<file path="src/rtl/mac_pkg.sv">
// Shared MAC-array definitions: weight precision type and helpers used by
// the bit-serial weight FIFO.
package mac_pkg;

    localparam int MAX_PREC = 8;
    localparam int PREC_W   = 4;

    typedef logic [PREC_W-1:0] prec_t;

    // Map 0 and anything above max_p onto max_p so word tracking never sees a zero length.
    function automatic prec_t sanitize_prec(input prec_t p, input prec_t max_p);
        prec_t r;
        if ((p == 4'd0) || (p > max_p)) begin
            r = max_p;
        end else begin
            r = p;
        end
        return r;
    endfunction

    function automatic prec_t next_bit(input prec_t b, input prec_t p);
        prec_t r;
        if (b >= (p - 4'd1)) begin
            r = 4'd0;
        end else begin
            r = b + 4'd1;
        end
        return r;
    endfunction

endpackage

</file>
<file path="src/rtl/bitserial_fifo_mc_if.sv">
// Handshake, data and status bundle of the bit-serial weight FIFO.
interface bitserial_fifo_mc_if #(
    parameter int LANES = 4,
    parameter int DEPTH = 64
);
    logic                    clear;
    mac_pkg::prec_t          precision;
    logic                    wr_en;
    logic [LANES-1:0]        din;
    logic                    rd_en;
    logic [LANES-1:0]        dout;
    logic                    dout_valid;
    logic                    dout_last;
    logic                    word_ready;
    logic [$clog2(DEPTH):0]  count;
    logic                    full;
    logic                    almost_full;
    logic                    empty;
    logic                    overflow;
    logic                    underflow;

    modport slave (
        input  clear, precision, wr_en, din, rd_en,
        output dout, dout_valid, dout_last, word_ready, count,
               full, almost_full, empty, overflow, underflow
    );

    modport master (
        output clear, precision, wr_en, din, rd_en,
        input  dout, dout_valid, dout_last, word_ready, count,
               full, almost_full, empty, overflow, underflow
    );
endinterface

</file>
<file path="src/rtl/lane_mem.sv">
// DEPTH x LANES simple dual-port storage; the read port is registered and
// holds its value when no read is issued.
module lane_mem #(
    parameter int LANES = 4,
    parameter int DEPTH = 64,
    parameter int AW    = $clog2(DEPTH)
) (
    input  logic             clk,
    input  logic             rst,
    input  logic             we,
    input  logic [AW-1:0]    waddr,
    input  logic [LANES-1:0] wdata,
    input  logic             re,
    input  logic [AW-1:0]    raddr,
    output logic [LANES-1:0] rdata
);

    logic [LANES-1:0] mem_q [DEPTH];
    logic [LANES-1:0] rdata_q;
    logic [LANES-1:0] rdata_d;

    // Storage array write port; a same-address read sees the old entry.
    always_ff @(posedge clk) begin
        if (we) begin
            mem_q[waddr] <= wdata;
        end
    end

    // Next read-data selection.
    always_comb begin
        rdata_d = rdata_q;
        if (re) begin
            rdata_d = mem_q[raddr];
        end else begin
            rdata_d = rdata_q;
        end
    end

    // Read-data register.
    always_ff @(posedge clk or posedge rst) begin
        if (rst) begin
            rdata_q <= {LANES{1'b0}};
        end else begin
            rdata_q <= rdata_d;
        end
    end

    assign rdata = rdata_q;

endmodule

</file>
<file path="src/rtl/bitserial_fifo_mc.sv">
// Multi-lane bit-serial weight FIFO with shared pointers, word-boundary
// tracking for a runtime precision, and sticky error flags.
module bitserial_fifo_mc #(
    parameter int LANES        = 4,
    parameter int DEPTH        = 64,
    parameter int MAX_PREC     = mac_pkg::MAX_PREC,
    parameter int AFULL_MARGIN = 8
) (
    input  logic                clk,
    input  logic                rst,
    bitserial_fifo_mc_if.slave  bus
);
    import mac_pkg::*;

    localparam int    AW    = $clog2(DEPTH);
    localparam int    CW    = AW + 1;
    localparam int    RW    = (CW > PREC_W) ? CW : PREC_W;
    localparam prec_t MAX_P = prec_t'(MAX_PREC);

    logic [AW-1:0] wr_ptr_q, wr_ptr_d, rd_ptr_q, rd_ptr_d;
    logic [CW-1:0] count_q, count_d;
    prec_t         wr_bit_q, wr_bit_d, rd_bit_q, rd_bit_d, prec_q, prec_d;
    logic          overflow_q, overflow_d, underflow_q, underflow_d;
    logic          dout_valid_q, dout_valid_d, dout_last_q, dout_last_d;

    logic          full_s, empty_s, almost_full_s, idle_s;
    logic          rd_acc_s, wr_acc_s, mem_we_s, mem_re_s, word_ready_s;
    prec_t         prec_in_s, prec_wr_s;
    logic [RW-1:0] rem_s;
    logic [LANES-1:0] mem_rdata_s;

    // Status decode and accept logic, all from registered state.
    always_comb begin
        full_s        = (count_q == CW'(DEPTH));
        empty_s       = (count_q == {CW{1'b0}});
        almost_full_s = (count_q >= CW'(DEPTH - AFULL_MARGIN));
        idle_s        = empty_s && (wr_bit_q == 4'd0) && (rd_bit_q == 4'd0);
        prec_in_s     = sanitize_prec(bus.precision, MAX_P);
        // A write on the idle cycle starts a word at the precision being latched.
        prec_wr_s     = idle_s ? prec_in_s : prec_q;
        rd_acc_s      = bus.rd_en && !empty_s;
        wr_acc_s      = bus.wr_en && (!full_s || rd_acc_s);
        mem_we_s      = wr_acc_s && !bus.clear;
        mem_re_s      = rd_acc_s && !bus.clear;
        rem_s         = RW'(prec_q) - RW'(rd_bit_q);
        word_ready_s  = (RW'(count_q) >= rem_s);
    end

    // Next-state computation; clear overrides any concurrent read or write.
    always_comb begin
        wr_ptr_d     = wr_ptr_q;
        rd_ptr_d     = rd_ptr_q;
        count_d      = count_q;
        wr_bit_d     = wr_bit_q;
        rd_bit_d     = rd_bit_q;
        overflow_d   = overflow_q;
        underflow_d  = underflow_q;
        dout_valid_d = 1'b0;
        dout_last_d  = 1'b0;
        prec_d       = prec_wr_s;

        if (bus.clear) begin
            wr_ptr_d    = {AW{1'b0}};
            rd_ptr_d    = {AW{1'b0}};
            count_d     = {CW{1'b0}};
            wr_bit_d    = 4'd0;
            rd_bit_d    = 4'd0;
            overflow_d  = 1'b0;
            underflow_d = 1'b0;
        end else begin
            if (wr_acc_s) begin
                wr_ptr_d = wr_ptr_q + AW'(1'b1);
                wr_bit_d = next_bit(wr_bit_q, prec_wr_s);
            end else begin
                wr_ptr_d = wr_ptr_q;
                wr_bit_d = wr_bit_q;
            end

            if (rd_acc_s) begin
                rd_ptr_d = rd_ptr_q + AW'(1'b1);
                rd_bit_d = next_bit(rd_bit_q, prec_q);
            end else begin
                rd_ptr_d = rd_ptr_q;
                rd_bit_d = rd_bit_q;
            end

            case ({wr_acc_s, rd_acc_s})
                2'b10:   count_d = count_q + CW'(1'b1);
                2'b01:   count_d = count_q - CW'(1'b1);
                default: count_d = count_q;
            endcase

            overflow_d   = overflow_q  || (bus.wr_en && !wr_acc_s);
            underflow_d  = underflow_q || (bus.rd_en && empty_s);
            dout_valid_d = rd_acc_s;
            dout_last_d  = rd_acc_s && (rd_bit_q == (prec_q - 4'd1));
        end
    end

    // Control and status registers.
    always_ff @(posedge clk or posedge rst) begin
        if (rst) begin
            wr_ptr_q     <= {AW{1'b0}};
            rd_ptr_q     <= {AW{1'b0}};
            count_q      <= {CW{1'b0}};
            wr_bit_q     <= 4'd0;
            rd_bit_q     <= 4'd0;
            prec_q       <= MAX_P;
            overflow_q   <= 1'b0;
            underflow_q  <= 1'b0;
            dout_valid_q <= 1'b0;
            dout_last_q  <= 1'b0;
        end else begin
            wr_ptr_q     <= wr_ptr_d;
            rd_ptr_q     <= rd_ptr_d;
            count_q      <= count_d;
            wr_bit_q     <= wr_bit_d;
            rd_bit_q     <= rd_bit_d;
            prec_q       <= prec_d;
            overflow_q   <= overflow_d;
            underflow_q  <= underflow_d;
            dout_valid_q <= dout_valid_d;
            dout_last_q  <= dout_last_d;
        end
    end

    lane_mem #(
        .LANES (LANES),
        .DEPTH (DEPTH),
        .AW    (AW)
    ) u_mem (
        .clk   (clk),
        .rst   (rst),
        .we    (mem_we_s),
        .waddr (wr_ptr_q),
        .wdata (bus.din),
        .re    (mem_re_s),
        .raddr (rd_ptr_q),
        .rdata (mem_rdata_s)
    );

    assign bus.dout        = mem_rdata_s;
    assign bus.dout_valid  = dout_valid_q;
    assign bus.dout_last   = dout_last_q;
    assign bus.word_ready  = word_ready_s;
    assign bus.count       = count_q;
    assign bus.full        = full_s;
    assign bus.almost_full = almost_full_s;
    assign bus.empty       = empty_s;
    assign bus.overflow    = overflow_q;
    assign bus.underflow   = underflow_q;

endmodule

</file>
<file path="src/flat_wrapper.sv">
// flat-port wrapper written by rule: the top's interface ports become plain ports
module bitserial_fifo_mc_flat import mac_pkg::*;
#(
    parameter int LANES        = 4,
    parameter int DEPTH        = 64,
    parameter int MAX_PREC     = mac_pkg::MAX_PREC,
    parameter int AFULL_MARGIN = 8
)
  (clk, rst, bus_clear, bus_precision, bus_wr_en, bus_din, bus_rd_en, bus_dout, bus_dout_valid, bus_dout_last, bus_word_ready, bus_count, bus_full, bus_almost_full, bus_empty, bus_overflow, bus_underflow);
  bitserial_fifo_mc_if #(.LANES(LANES), .DEPTH(DEPTH)) bus_i ();
  input  logic clk;
  input  logic rst;
  input wire logic [$bits(bus_i.clear)-1:0] bus_clear;
  input wire logic [$bits(bus_i.precision)-1:0] bus_precision;
  input wire logic [$bits(bus_i.wr_en)-1:0] bus_wr_en;
  input wire logic [$bits(bus_i.din)-1:0] bus_din;
  input wire logic [$bits(bus_i.rd_en)-1:0] bus_rd_en;
  output wire logic [$bits(bus_i.dout)-1:0] bus_dout;
  output wire logic [$bits(bus_i.dout_valid)-1:0] bus_dout_valid;
  output wire logic [$bits(bus_i.dout_last)-1:0] bus_dout_last;
  output wire logic [$bits(bus_i.word_ready)-1:0] bus_word_ready;
  output wire logic [$bits(bus_i.count)-1:0] bus_count;
  output wire logic [$bits(bus_i.full)-1:0] bus_full;
  output wire logic [$bits(bus_i.almost_full)-1:0] bus_almost_full;
  output wire logic [$bits(bus_i.empty)-1:0] bus_empty;
  output wire logic [$bits(bus_i.overflow)-1:0] bus_overflow;
  output wire logic [$bits(bus_i.underflow)-1:0] bus_underflow;
  assign bus_i.clear = bus_clear;
  assign bus_i.precision = bus_precision;
  assign bus_i.wr_en = bus_wr_en;
  assign bus_i.din = bus_din;
  assign bus_i.rd_en = bus_rd_en;
  assign bus_dout = bus_i.dout;
  assign bus_dout_valid = bus_i.dout_valid;
  assign bus_dout_last = bus_i.dout_last;
  assign bus_word_ready = bus_i.word_ready;
  assign bus_count = bus_i.count;
  assign bus_full = bus_i.full;
  assign bus_almost_full = bus_i.almost_full;
  assign bus_empty = bus_i.empty;
  assign bus_overflow = bus_i.overflow;
  assign bus_underflow = bus_i.underflow;
  bitserial_fifo_mc #(.LANES(LANES), .DEPTH(DEPTH), .MAX_PREC(MAX_PREC), .AFULL_MARGIN(AFULL_MARGIN)) u_core (.clk(clk), .rst(rst), .bus(bus_i));
endmodule
</file>
<file path="config.mk">
export PLATFORM = sky130hd
export DESIGN_NAME = bitserial_fifo_mc_flat
export DESIGN_NICKNAME = d
export VERILOG_FILES = /design/src/rtl/mac_pkg.sv /design/src/rtl/bitserial_fifo_mc_if.sv /design/src/rtl/lane_mem.sv /design/src/rtl/bitserial_fifo_mc.sv /design/src/flat_wrapper.sv
export SDC_FILE = /design/constraint.sdc
export NUM_CORES = 1
export LEC_CHECK = 0
export BUFFER_PORTS_ARGS = -buffer_cell sky130_fd_sc_hd__buf_2
export CAP_MARGIN = 20
export CORE_UTILIZATION = 40
export CTS_CLUSTER_DIAMETER = 150
export CTS_CLUSTER_SIZE = 14
export DETAILED_ROUTE_END_ITERATION = 16
export PLACE_DENSITY = 0.53
export SLEW_MARGIN = 30
export SYNTH_ARGS = -nofsm -noshare
export SYNTH_HDL_FRONTEND = slang
export SYNTH_SLANG_ARGS = --single-unit
</file>
<file path="constraint.sdc">
create_clock -name clk -period 4.4 [get_ports clk]
set_clock_uncertainty 0.1 [all_clocks]
set_input_delay 0.44 -clock clk [delete_from_list [all_inputs] [get_ports clk]]
set_output_delay 0.44 -clock clk [all_outputs]
set_load 0.01 [all_outputs]
</file>
Word level (Yosys, flattened, before mapping)
Memory sizes are Yosys's and may differ from the RTL's. A register that Yosys moved wholly into a read port is not among the register bits.
Index checks and enable logic that the tools add are counted.

operators by class
  add/subtract/negate cells = 9
  $lt $le $gt $ge = 5
  eq/ne operators = 4
  multiplexer cells = 20
  reductions and logical operators = 24

operators by type and width
  kind                                                  number
  two-way mux 4 bit                                     8
  two-way mux 6 bit                                     4
  one-hot mux 7 bit (2 select lines)                    1
  adder 6 x 1 -> 6 bit, second input constant           2
  zero test 4 bit                                       3
  logical AND 1 bit                                     9
  adder 4 x 1 -> 4 bit, second input constant           2
  >= comparator 4 bit                                   2
  subtractor 4 x 1 -> 4 bit, second input constant      2
  adder 7 x 1 -> 7 bit, second input constant           1
  == test 7 bit, second input constant                  1
  >= comparator 7 x 6 -> 1 bit, second input constant   1
  >= comparator 7 bit                                   1
  zero test 7 bit                                       1
  two-way mux 7 bit                                     1
  subtractor 7 x 1 -> 7 bit, second input constant      1
  two-way mux 1 bit                                     6
  subtractor 4 x 4 -> 5 bit                             1
  == test 4 bit                                         1
  greater-than comparator 4 bit, second input constant  1
  zero test 1 bit                                       4
  logical OR 1 bit                                      4
  nonzero test 2 bit                                    2
  nonzero test 3 bit                                    1
  other kinds (2)                                       2

word-level totals
  register bits after elaboration = 35
  memory bits (writable) = 256
  input port bits = 13
  output and inout bits = 19
  word-level logic and storage cells = 73
  memories = 1

memory list
  name                depth  width  rd ports  clocked after memory_dff  wr ports  RTL line        RTL
  u_core.u_mem.mem_q  64     4      1         1                         1         lane_mem.sv:18  logic [LANES-1:0] mem_q [DEPTH];

Logic depth before layout (Yosys ltp)
Gate-level depths: netlist of run 1.

  depth in word-level cells = 9
  mapped depth = 12
  gate-level depth less buffers = 12

Hierarchy
Synthesis of run 1 repeated with hierarchy kept, for this count alone.

unflattened totals
  cell total of the unflattened synthesis = 827
  area total of the unflattened synthesis = 12954.9 um2

modules (own cells, without submodules)
  module             instances  cells each  area an instance (um2)  seq. area each (um2)
  lane_mem           1          563         10397.5                 7787.5
  bitserial_fifo_mc  1          264         2557.5                  877.1

Worst setup path before layout of run 1
Ideal clock, no wire load.

  path kind = flip-flop to flip-flop
  start = reg u_core.count_q[0] (netlist: u_core.bus.count[0])
  end = reg u_core.wr_bit_q[3]
  library setup time = 0.082 ns
  data arrival time = 3.430 ns
  required time = 4.218 ns
  path slack = 0.788 ns
  cell stages (with the launch flop) = 12
  buffers on the path = 0
  clock period less this slack = 3.612 ns
  cell sequence = dfrtp_1 -> nor4_2 -> nand2_1 -> nor3_2 -> mux2i_1 -> ha_1 -> ha_1 -> a21o_1 -> a21o_1 -> a2111oi_2 -> a41oi_1 -> a31oi_1

on the way
  word-level cells in the longest chain between the ends = 9
  elaborated cells on any way between the ends = 16
  those cells by class = add/sub (1); order compare (1); eq/ne (1); mux (4); reduce/logical (9)

ends and longest elaborated chain
  element                         RTL line                  RTL
  start, declared                 bitserial_fifo_mc.sv:21   logic [CW-1:0] count_q, count_d;
  start signal, assigned          bitserial_fifo_mc.sv:105  count_q <= {CW{1'b0}};
  start signal, assigned          bitserial_fifo_mc.sv:116  count_q <= count_d;
  zero test 7 bit                 bitserial_fifo_mc.sv:35   empty_s = (count_q == {CW{1'b0}});
  logical AND 1 bit (2 in a row)  bitserial_fifo_mc.sv:37   idle_s = empty_s && (wr_bit_q == 4'd0) && (rd_bit_q == 4'd0);
  two-way mux 4 bit               bitserial_fifo_mc.sv:40   prec_wr_s = idle_s ? prec_in_s : prec_q;
  subtractor 4 x 1 -> 4 bit       mac_pkg.sv:23             if (b >= (p - 4'd1)) begin
  >= comparator 4 bit             mac_pkg.sv:23
  two-way mux 4 bit               mac_pkg.sv:23
  two-way mux 4 bit               bitserial_fifo_mc.sv:71   if (wr_acc_s) begin
  two-way mux 4 bit               bitserial_fifo_mc.sv:62   if (bus.clear) begin
  end signal, assigned            bitserial_fifo_mc.sv:117  wr_bit_q <= wr_bit_d;
  end, declared                   bitserial_fifo_mc.sv:22   prec_t wr_bit_q, wr_bit_d, rd_bit_q, rd_bit_d, prec_q, prec_d;

Parallel ways exist; a longest one is shown, timed or not. The select of a mux whose other input is x is not followed.
A chain may end at the register's enable or synchronous reset.

Worst setup path after layout of run 1
Ends and elaborated chain as after synthesis.

==> flow_summary_export.csv, run 1 <==
group,metric,value,unit
status,status,"complete, no violations",
floorplan,rows,65,
global_route,antenna_found_initial,0,
final_layout,mostFrequentLayoutCells,"edfxtp_1 (256), nor2_1 (91), mux4_2 (47)",
timing,slew_violations,0,
routing,antenna_left,0,
clocking,path_clk_slew,0.07,ns
clocking,numClockSinks,295,
critical_path,cp_slowest_cell,"a2111oi_4",
synthesis,ys_types,56,
global_route,grt_pass1_vias,7390,
floorplan,num_io_pins,32,
clocking,cts_tree,"yes",
floorplan,dieWidth,181,um
placed_design,place_congestion,0.804,
floorplan,die_area,32800,um2
synthesis,seq_area_frac_synth,0.676,
timing,worstMarginPinSlew,0.959,ns
final_layout,layout.nets,897,
placed_design,port_buffers,31,
synthesis,synth_nets,863,
critical_path,critPathLaunchType,"flip-flop",
routing,drtPass1Iterations,5,
critical_path,r2r_start,"u_core.bus.count[0]$_DFFE_PP0P_",
timing,max-slew-margin-rel,0.361,
timing,final.min_clock_period,3.97,ns
floorplan,chipHeight,181,um
synthesis,synthArstFlopShare,0.132,
final_layout,fin_area,14200,um2
worst_hold_path,hp-start,"bus_wr_en",
clocking,cts_max_level,1,
timing,setup_ws,0.435,ns
pwr,p_per_area,495,nW/um2
routing,drc,0,
placed_design,dp_slack,0.373,ns
final_layout,final_common_cell,"edfxtp_1",
global_route,overflow,0,
timing,finalSetupViolCount,0,
synthesis,synth_warnings,0,
critical_path,r2r_cells,11,
final_layout,area_delta_synth_final,10.7,%
clocking,cts_buffer_depth,3,
routing,wire_per_inst,22.2,um
final_layout,antenna_cells,0,
synthesis,ys_ff_latch,295,
synthesis,synth_edf_count,256,
routing,via_per_inst,5.51,
clocking,cts_root_buffer,"clkbuf_16",
worst_hold_path,worstHoldPathCells,3,
synthesis,synth_cells,816,
floorplan,start_util,0.406,
placed_design,dpl_cell_area,13400,um2
floorplan,core,31600,um2
critical_path,crit_required,4.75,ns
routing,drtIter0Drc,605,
clocking,insertion_delay,0.55,ns
critical_path,max_stage_delay,0.50,ns
routing,wl,28200,um
critical_path,path_cells,"nor4_2 -> nand2_1 -> nor3_2 -> mux2i_1 -> ha_1 -> ha_1 -> a21o_1 -> a21o_1 -> a2111oi_4 -> a41oi_1 -> a31oi_1",
pwr,ir_drop,0.231,mV
critical_path,critPathMaxFanout,8,
synthesis,netlist_area,12800,um2
timing,period_share,0.901,
timing,finalHoldViolCount,0,
critical_path,crit_type,"reg2reg",
pwr,leakage,4.68,nW
global_route,grt_max_degree,65,
final_layout,fillerInstances,2745,
timing,finalSetupTns,0,ns
placed_design,hpwl,18300,um
routing,dr_total_vias,7008,
final_layout,layout-drive-gt1-share,0.166,
global_route,grtUsageTotal,0.176,
timing,max_freq,252,MHz
worst_hold_path,min_path_type,"in2reg",
critical_path,setup.worst_path.end_class,"flip-flop",
synthesis,synth.avg_cell_area,15.7,um2
timing,rsz0062_at_grt,"no",
global_route,grt_pass1_wl,44000,um
synthesis,synth_flop_cell,"edfxtp_1",
critical_path,crit_arrival,4.32,ns
flow_run,maxCapViolations,0,
critical_path,startpoint,"u_core.bus.count[0]$_DFFE_PP0P_",
clocking,cts_buffers,25,
==> cell families (layout without fill, tap and decap cells) <==
family,Yosys count,in the layout,share of synthesized area
compound gates,109,109,0.0611
xor+xnor,18,18,0.0123
fa+ha+maj,34,34,0.0344
buf+inv,69,122,0.0238
flops,295,295,0.676
mux,99,99,0.124
simple gates,192,192,0.0688
==> Yosys cell counts, types with 6 or more instances <==
master	instances	share of area
edfxtp_1	256	0.60
nor2_1	91	0.027
mux4_2	47	0.083
mux2i_1	45	0.035
dfrtp_1	38	0.074
nand2_1	37	0.011
ha_1	32	0.031
inv_1	30	0.0088
a21oi_1	18	0.0070
nand3_1	14	0.0055
nor2b_1	13	0.0063
buf_2	12	0.0047
clkbuf_1	12	0.0035
a211oi_1	11	0.0064
a31oi_1	11	0.0054
o21ai_0	11	0.0043
a21o_1	10	0.0059
o211ai_1	10	0.0059
nand2b_1	9	0.0044
xnor2_1	9	0.0061
xor2_1	9	0.0061
nor3_1	8	0.0031
buf_1	7	0.0020
mux2_2	7	0.0061
buf_4	6	0.0035
==> state kept, by name, summed over array words and instances, names as in the netlist, 4 cells and up <==
| name | cells |
|---|---|
| u_core.u_mem.mem_q | 256 |
| u_core.rd_ptr_q | 6 |
| u_core.wr_ptr_q | 6 |
| u_core.rd_bit_q | 4 |
| u_core.wr_bit_q | 4 |
| u_core.prec_q | 4 |
| u_core.bus.count | 7 |
| u_core.u_mem.rdata | 4 |
==> critical path, delay by kind of cell (launching register included) <==
kind                       cells  cell delay (ns)
adders and majority gates      2             0.59
and+or+nand+nor                3             1.11
DFF                            1             0.48
muxes                          1             0.41
AOI/OAI and AO/OA              5             1.20
==> cell type report <==
cell class	count	area [um2]	area share
flip-flops and latches	295	8670	0.611
well taps	402	503	0.0354
inverters	30	113	0.00794
clock buffers	44	698	0.0492
clock inverters	2	36.3	0.00256
multi-input cells	452	3890	0.274
repair buffers	46	273	0.0192
==> worst paths after layout <==
path / endpoint / slack (ns)
worst max-delay path: u_core.wr_bit_q[3]$_DFFE_PP0P_ / 0.43
worst min-delay path: u_core.bus.overflow$_DFF_PP0_ / 0.16
worst max register to register: u_core.wr_bit_q[3]$_DFFE_PP0P_ / 0.43
worst min register to register: u_core.u_mem.rdata[2]$_DFFE_PP0P_ / 0.40
max in group asynchronous: u_core.rd_ptr_q[0]$_DFFE_PP0P_ / 3.29
min in group asynchronous: u_core.wr_ptr_q[5]$_DFFE_PP0P_ / 0.49
==> per-stage QoR <==
stage	total power, mW	cells	util	hold WS [ns]
2_1_floorplan	4.53	816	-	0.381
3_3_place_gp	4.96	1224	0.425	0.382
3_5_place_dp	5.00	1224	0.425	0.372
4_1_cts	7.07	1271	0.449	0.145
5_1_grt	7.36	1271	0.450	0.169
6_report	7.02	1271	0.450	0.165
==> repair_timing <==
| action | in CTS | in global routing |
|---|---|---|
| endpoints found under the setup margin | 0 | 1 |
| gates resized for setup | 0 | 1 |
| hold endpoints to repair | 38 | 0 |
| hold buffers | 1 | 0 |
| buffers inserted | 0 | 0 |
==> report_power, final <==
group          switching (mW)  internal [mW]  leakage (nW)  total (mW)
combinational           0.847          0.750          1.51        1.60
sequential              0.217           3.14          2.82        3.36
clock                   0.980           1.09         0.350        2.07
total                    2.04           4.98          4.68        7.02
==> metal layers <==
layer  share of wire  wire, um  track usage
met1            0.45     12600        0.244
met2            0.49     13700        0.294
met3           0.049      1390       0.0254
met4           0.017       488       0.0386
met5               0         0            0
Note: power is estimated with default switching activity, not from simulation.
==> inputs of run 2 (changes only) <==
- ABC_AREA: not set -> 1
- SLEW_MARGIN: 30 -> not set
==> run 2 against run 1 <==
Net effect:
- combinational power is 38% higher
- area after synthesis rose by 2.6%
- critical path type is now reg2out
- worst setup slack better by 0.59 ns
- die area rose by 2.6%
- clock power fell by 3%
==> flow_summary_export.csv, run 2 <==
group,metric,value,unit
timing,slew_violations,0,
synthesis,synth_flop_cell,"edfxtp_1",
synthesis,synth.most_common_cell,"nand2_1",
synthesis,synthMuxAreaShare,0,
floorplan,num_io_pins,32,
synthesis,synth_top_cell_area_share,0.584,
final_layout,area_delta_synth_final,9.86,%
flow_run,maxCapViolations,0,
timing,finalHoldViolCount,0,
global_route,grt_max_degree,109,
floorplan,dieWidth,183,um
placed_design,place_congestion,0.797,
clocking,path_clk_slew,0.07,ns
critical_path,critPathMaxFanout,3,
routing,drtPass1Iterations,6,
critical_path,critPathLaunchType,"flip-flop",
clocking,cts_root_buffer,"clkbuf_16",
floorplan,chipHeight,183,um
critical_path,crit_buf_inv,4,
pwr,ir_drop,0.315,mV
timing,max-slew-margin-rel,0.377,
final_layout,layout.nets,1293,
final_layout,largest_reg_flops,256,
routing,wl,32300,um
critical_path,setup.worst_path.end_class,"output port",
clocking,cts_tree,"yes",
synthesis,synth_area_leaders,"edfxtp_1 (58%), nand2_1 (11%), nand3_1 (10%)",
final_layout,regArea,8670,um2
final_layout,final_common_cell,"nand2_1",
clocking,cts_max_level,1,
timing,rsz0062_at_grt,"no",
timing,worstMarginPinSlew,0.925,ns
critical_path,path_cells,"inv_1 -> ha_1 -> inv_1 -> fa_1 -> inv_1 -> ha_1 -> o21ai_0 -> a21boi_0 -> o21ai_0 -> nand2_1 -> a21oi_1 -> o21ai_0 -> buf_2",
synthesis,synth_adder_area_share,0.0335,
floorplan,die_area,33600,um2
timing,max_freq,296,MHz
final_layout,fin_area,14500,um2
synthesis,synth_warnings,0,
timing,setup_ws,1.02,ns
routing,wire_per_inst,19.0,um
global_route,grtUsageTotal,0.196,
synthesis,yosysTopAreaCell,"edfxtp_1",
worst_hold_path,min_path_type,"in2reg",
status,status,"complete, no violations",
placed_design,hpwl,19400,um
synthesis,synth_nets,1277,
global_route,grt_pass1_wl,50000,um
clocking,cts_buffers,25,
critical_path,max_stage_delay,0.49,ns
synthesis,synthArstFlopShare,0.132,
synthesis,synth_cells,1230,
critical_path,crit_type,"reg2out",
critical_path,crit_required,3.86,ns
pwr,p_per_area,517,nW/um2
synthesis,yosys.area_share.simple,0.245,
final_layout,mostFrequentLayoutCells,"nand2_1 (369), nand3_1 (262), edfxtp_1 (256)",
synthesis,ys_types,40,
final_layout,layout-drive-gt1-share,0.0788,
pwr,totalPowerFinal,7.47,mW
timing,final.min_clock_period,3.38,ns
clocking,insertion_delay,0.54,ns
critical_path,crit_arrival,2.84,ns
routing,drc,0,
clocking,cts_buffer_depth,3,
synthesis,synth_edf_count,256,
placed_design,dpl_cell_area,13800,um2
placed_design,dp_slack,1.42,ns
timing,period_share,0.768,
critical_path,cp_slowest_cell,"fa_1",
synthesis,netlist_area,13200,um2
synthesis,ys_ff_latch,295,
floorplan,core,32500,um2
routing,antenna_left,0,
final_layout,multi_input_area,4050,um2
clocking,cts_resized,0,
synthesis,seq_area_frac_synth,0.659,
global_route,overflow,0,
routing,dr_total_vias,8840,
timing,finalSetupTns,0,ns
routing,via_per_inst,5.21,
synthesis,synth-compound-area-share,0.0206,
synthesis,synth_xor_xnor_area_share,0.00866,
final_layout,antenna_cells,0,
global_route,grt_pass1_vias,8640,
final_layout,fillerInstances,3081,
critical_path,crit_family,"adder cells",
floorplan,start_util,0.405,
floorplan,rows,66,
pwr,leakage,5.42,nW
routing,drtIter0Drc,689,
global_route,antenna_found_initial,0,
clocking,post_cts_buffers,0,
synthesis,synth_top_family_by_area,"simple AND/OR/NAND/NOR gates",
synthesis,synth.avg_cell_area,10.7,um2
clocking,numClockSinks,295,
final_layout,regMostFlops,"u_core.u_mem.mem_q",
synthesis,synth.top_cells.by_count,"nand2_1 (369), nand3_1 (262), edfxtp_1 (256), nor2_1 (72), inv_1 (44)",
placed_design,port_buffers,31,
timing,finalSetupViolCount,0,
## run 2: layout make-up
type                       instances  area share
clock buffer                      35      0.0459
clock inverter                     2     0.00173
inverter                          49      0.0129
multi-input combinational        829       0.280
sequential                       295       0.600
tap                              442      0.0383
timing repair buffer              46      0.0210
## run 2: routing by layer
metal	track usage	vias to the layer above	routed length, um
met5	0	-	0
li1	-	4290	-
met2	0.317	207	14900
met4	0.0513	0	629
met1	0.279	4300	15300
met3	0.0276	43	1500
## run 2: logic make-up after synthesis
group                      after synthesis
DFF                                    295
AOI/OAI and AO/OA                       46
and+or+nand+nor                        736
buffers and inverters                  106
xor gates and xnor gates                13
adders and majority gates               34
## run 2: where the power goes
| group | leakage, nW | internal [mW] | total (mW) | switching, mW |
|---|---|---|---|---|
| sequential | 2.82 | 3.14 | 3.26 | 0.127 |
| clock | 0.331 | 1.05 | 2.01 | 0.966 |
| combinational | 2.27 | 0.741 | 2.20 | 1.46 |
## run 2: path summary, 6_finish.rpt
path	slack [ns]	end	startpoint	depth (start not counted)
min	0.06	u_core.bus.underflow$_DFF_PP0_	bus_clear	2
max	1.02	bus_word_ready	u_core.prec_q[0]$_DFF_PP0_	13
min in group asynchronous	0.48	u_core.u_mem.rdata[0]$_DFFE_PP0P_	rst	4
min reg2reg	0.38	u_core.u_mem.rdata[0]$_DFFE_PP0P_	u_core.u_mem.rdata[0]$_DFFE_PP0P_	2
max in group asynchronous	3.30	u_core.rd_ptr_q[0]$_DFFE_PP0P_	rst	4
max reg2reg	1.44	u_core.wr_bit_q[2]$_DFFE_PP0P_	u_core.bus.count[4]$_DFFE_PP0P_	12
## run 2: metrics by stage
stage | std cells | hold slack (ns) | util
2_1_floorplan | 1230 | 0.391 | -
3_3_place_gp | 1660 | 0.362 | 0.424
3_5_place_dp | 1660 | 0.368 | 0.424
4_1_cts | 1698 | 0.0228 | 0.445
5_1_grt | 1698 | 0.0400 | 0.445
6_report | 1698 | 0.0556 | 0.445
## run 2: repair_timing
item / in CTS / in global routing
endpoints found under the hold margin: 38 / 0
hold buffers: 1 / 0
endpoints found under the setup margin: 0 / 0
==> inputs of run 3 (changes only) <==
- PLACE_DENSITY: 0.53 -> 0.55
- clock period: 4.4 -> 3.1 ns (I/O delays scaled with it)
==> run 3 against run 2 <==
Net effect:
- core utilization rose by 0.97 points
- count of clock-buffer cells in the layout did not move
- sequential share of layout area fell by 1.3 points
- sequential power rose by 41%
- flip-flop and latch count did not move
- first-iteration DRC count rose by 18%
- combinational power rose by 55%
- final area rose by 2.2%
- hold slack got worse by 0.021 ns
- clock power rose by 42%
- critical path type unchanged
- largest power group unchanged
- highest routed layer unchanged
==> flow_summary_export.csv, run 3 (same netlist as run 2, synthesis figures left out) <==
group,metric,value,unit
timing,period_share,0.988,
timing,final.min_clock_period,3.06,ns
floorplan,start_util,0.405,
timing,worstMarginPinSlew,0.786,ns
critical_path,crit_arrival,2.65,ns
final_layout,regMostFlops,"u_core.u_mem.mem_q",
placed_design,port_buffers,31,
placed_design,hpwl,20100,um
pwr,leakage,5.56,nW
routing,wl,32400,um
pwr,p_int,7.14,mW
global_route,overflow,0,
flow_run,maxCapViolations,0,
pwr,switching_share,0.344,
final_layout,layout.nets,1319,
worst_hold_path,min_path_type,"in2reg",
final_layout,final_common_cell,"nand2_1",
routing,antenna_left,0,
clocking,numClockSinks,295,
clocking,cts_buffers,25,
routing,drtIter0Drc,814,
final_layout,area_delta_synth_final,12.3,%
final_layout,antenna_cells,0,
placed_design,dpl_cell_area,13900,um2
routing,dr_total_vias,8919,
routing,wire_per_inst,18.8,um
final_layout,fin_area,14800,um2
critical_path,crit_type,"reg2out",
timing,max_freq,327,MHz
critical_path,critPathLaunchType,"flip-flop",
clocking,path_clk_slew,0.07,ns
placed_design,placedCellCount,1678,
pwr,seqPwrFrac,0.423,
global_route,grtUsageTotal,0.197,
placed_design,dp_slack,0.0918,ns
timing,finalHoldViolCount,0,
floorplan,chipHeight,183,um
floorplan,dieWidth,183,um
critical_path,critPathMaxFanout,2,
global_route,grt_max_degree,130,
clocking,insertion_delay,0.54,ns
floorplan,core,32500,um2
final_layout,utilization,0.455,
clocking,cts_tree,"yes",
floorplan,rows,66,
final_layout,finalNonFillerCells,1724,
pwr,clockPowerShare,0.263,
pwr,p_per_area,737,nW/um2
global_route,grt_pass1_vias,8778,
timing,setup_ws,0.0385,ns
clocking,cts_root_buffer,"clkbuf_16",
final_layout,mostFrequentLayoutCells,"nand2_1 (369), nand3_1 (262), edfxtp_1 (256)",
critical_path,r2r_slack,0.22,ns
floorplan,num_io_pins,32,
clocking,cts_max_level,1,
critical_path,crit_required,2.69,ns
final_layout,layout-drive-gt1-share,0.101,
pwr,ir_drop,0.536,mV
placed_design,place_congestion,0.821,
critical_path,setup.worst_path.end_class,"output port",
routing,drc,0,
pwr,p_switching,3.74,mW
timing,slew_violations,0,
routing,drtPass1Iterations,7,
timing,rsz0062_at_grt,"yes",
final_layout,largest_reg_flops,256,
clocking,cts_buffer_depth,3,
timing,finalSetupViolCount,0,
floorplan,die_area,33600,um2
global_route,grt_pass1_wl,50300,um
routing,via_per_inst,5.17,
timing,finalSetupTns,0,ns
pwr,comb_power_share,0.314,
global_route,antenna_found_initial,0,
status,status,"complete, no violations",
timing,max-slew-margin-rel,0.476,
run 3: changes by cell type in the layout (fill, tap and decap cells not counted), moves of 2 or more:
cell / delta
ha_4: +2
buf_4: +12
a21oi_2: +2
ha_1: -2
buf_12: +5
a21oi_1: -2
o21ai_0: -3
inv_1: -3
buf_2: +3
inv_2: +2
dlygate4sd3_1: +6
o21ai_1: +3
run 3: power by group through the flow:
| stage | logic [mW] | registers [mW] | clock network [mW] |
|---|---|---|---|
| after global placement | 3.29 | 4.68 | 0 |
| after global routing | 3.88 | 4.63 | 3.06 |
| after detailed placement | 3.31 | 4.68 | 0 |
| after CTS | 3.39 | 4.60 | 2.91 |
| after floorplan | 2.26 | 4.68 | 0 |
| final | 3.41 | 4.60 | 2.86 |
run 3: path summary, 6_finish.rpt:
path,cells after the start,start,to
setup reg to reg,14,u_core.rd_bit_q[0]$_DFFE_PP0P_,u_core.wr_bit_q[3]$_DFFE_PP0P_
min in group asynchronous,4,rst,u_core.u_mem.rdata[2]$_DFFE_PP0P_
setup / recovery,13,u_core.prec_q[0]$_DFF_PP0_,bus_word_ready
hold reg to reg,2,u_core.u_mem.rdata[2]$_DFFE_PP0P_,u_core.u_mem.rdata[2]$_DFFE_PP0P_
hold / removal,4,bus_precision[3],u_core.prec_q[1]$_DFF_PP0_
max in group asynchronous,4,rst,u_core.rd_ptr_q[0]$_DFFE_PP0P_
run 3: per-layer routing:
layer	wire length (um)	part of all wire	track usage
met5	0	0	0
met4	463	0.014	0.0380
met3	1420	0.044	0.0272
met2	15400	0.48	0.324
met1	15000	0.46	0.278
run 3: critical path, cell delays in order, from the launching register on:
cell,delay [ns]
dfrtp_1,0.39
inv_2,0.08
ha_4,0.15
inv_4,0.04
fa_2,0.53
inv_2,0.05
ha_4,0.25
o21ai_1,0.05
a21boi_1,0.12
o21ai_1,0.07
nand2_1,0.08
a21oi_2,0.05
o21ai_1,0.12
buf_2,0.14
run 3: cell type report:
| cell class | count | area (um2) |
|---|---|---|
| Inverter | 49 | 188 |
| Timing Repair Buffer | 72 | 568 |
| Clock inverter | 2 | 25.0 |
| Clock buffer | 35 | 663 |
| Sequential cell | 295 | 8670 |
| Fill cell | 3006 | 17700 |
| Tap cell | 442 | 553 |
| Multi-Input combinational cell | 829 | 4100 |
run 3: per-stage QoR:
step / hold WS [ns] / total power [mW]
floorplan: 0.276 / 6.94
global placement: 0.363 / 7.97
detailed placement: 0.371 / 7.99
CTS: 0.0117 / 10.9
global route: 0.0374 / 11.6
finish: 0.0345 / 10.9
run 3: timing repair:
action                                  4_1_cts  5_1_grt
endpoints found under the hold margin        42        0
buffers inserted                              2        0
hold buffers                                  7        0
endpoints found under the setup margin        1        5
pin swaps                                     5        6
gates cloned                                  0        0
resized for setup                             9        7
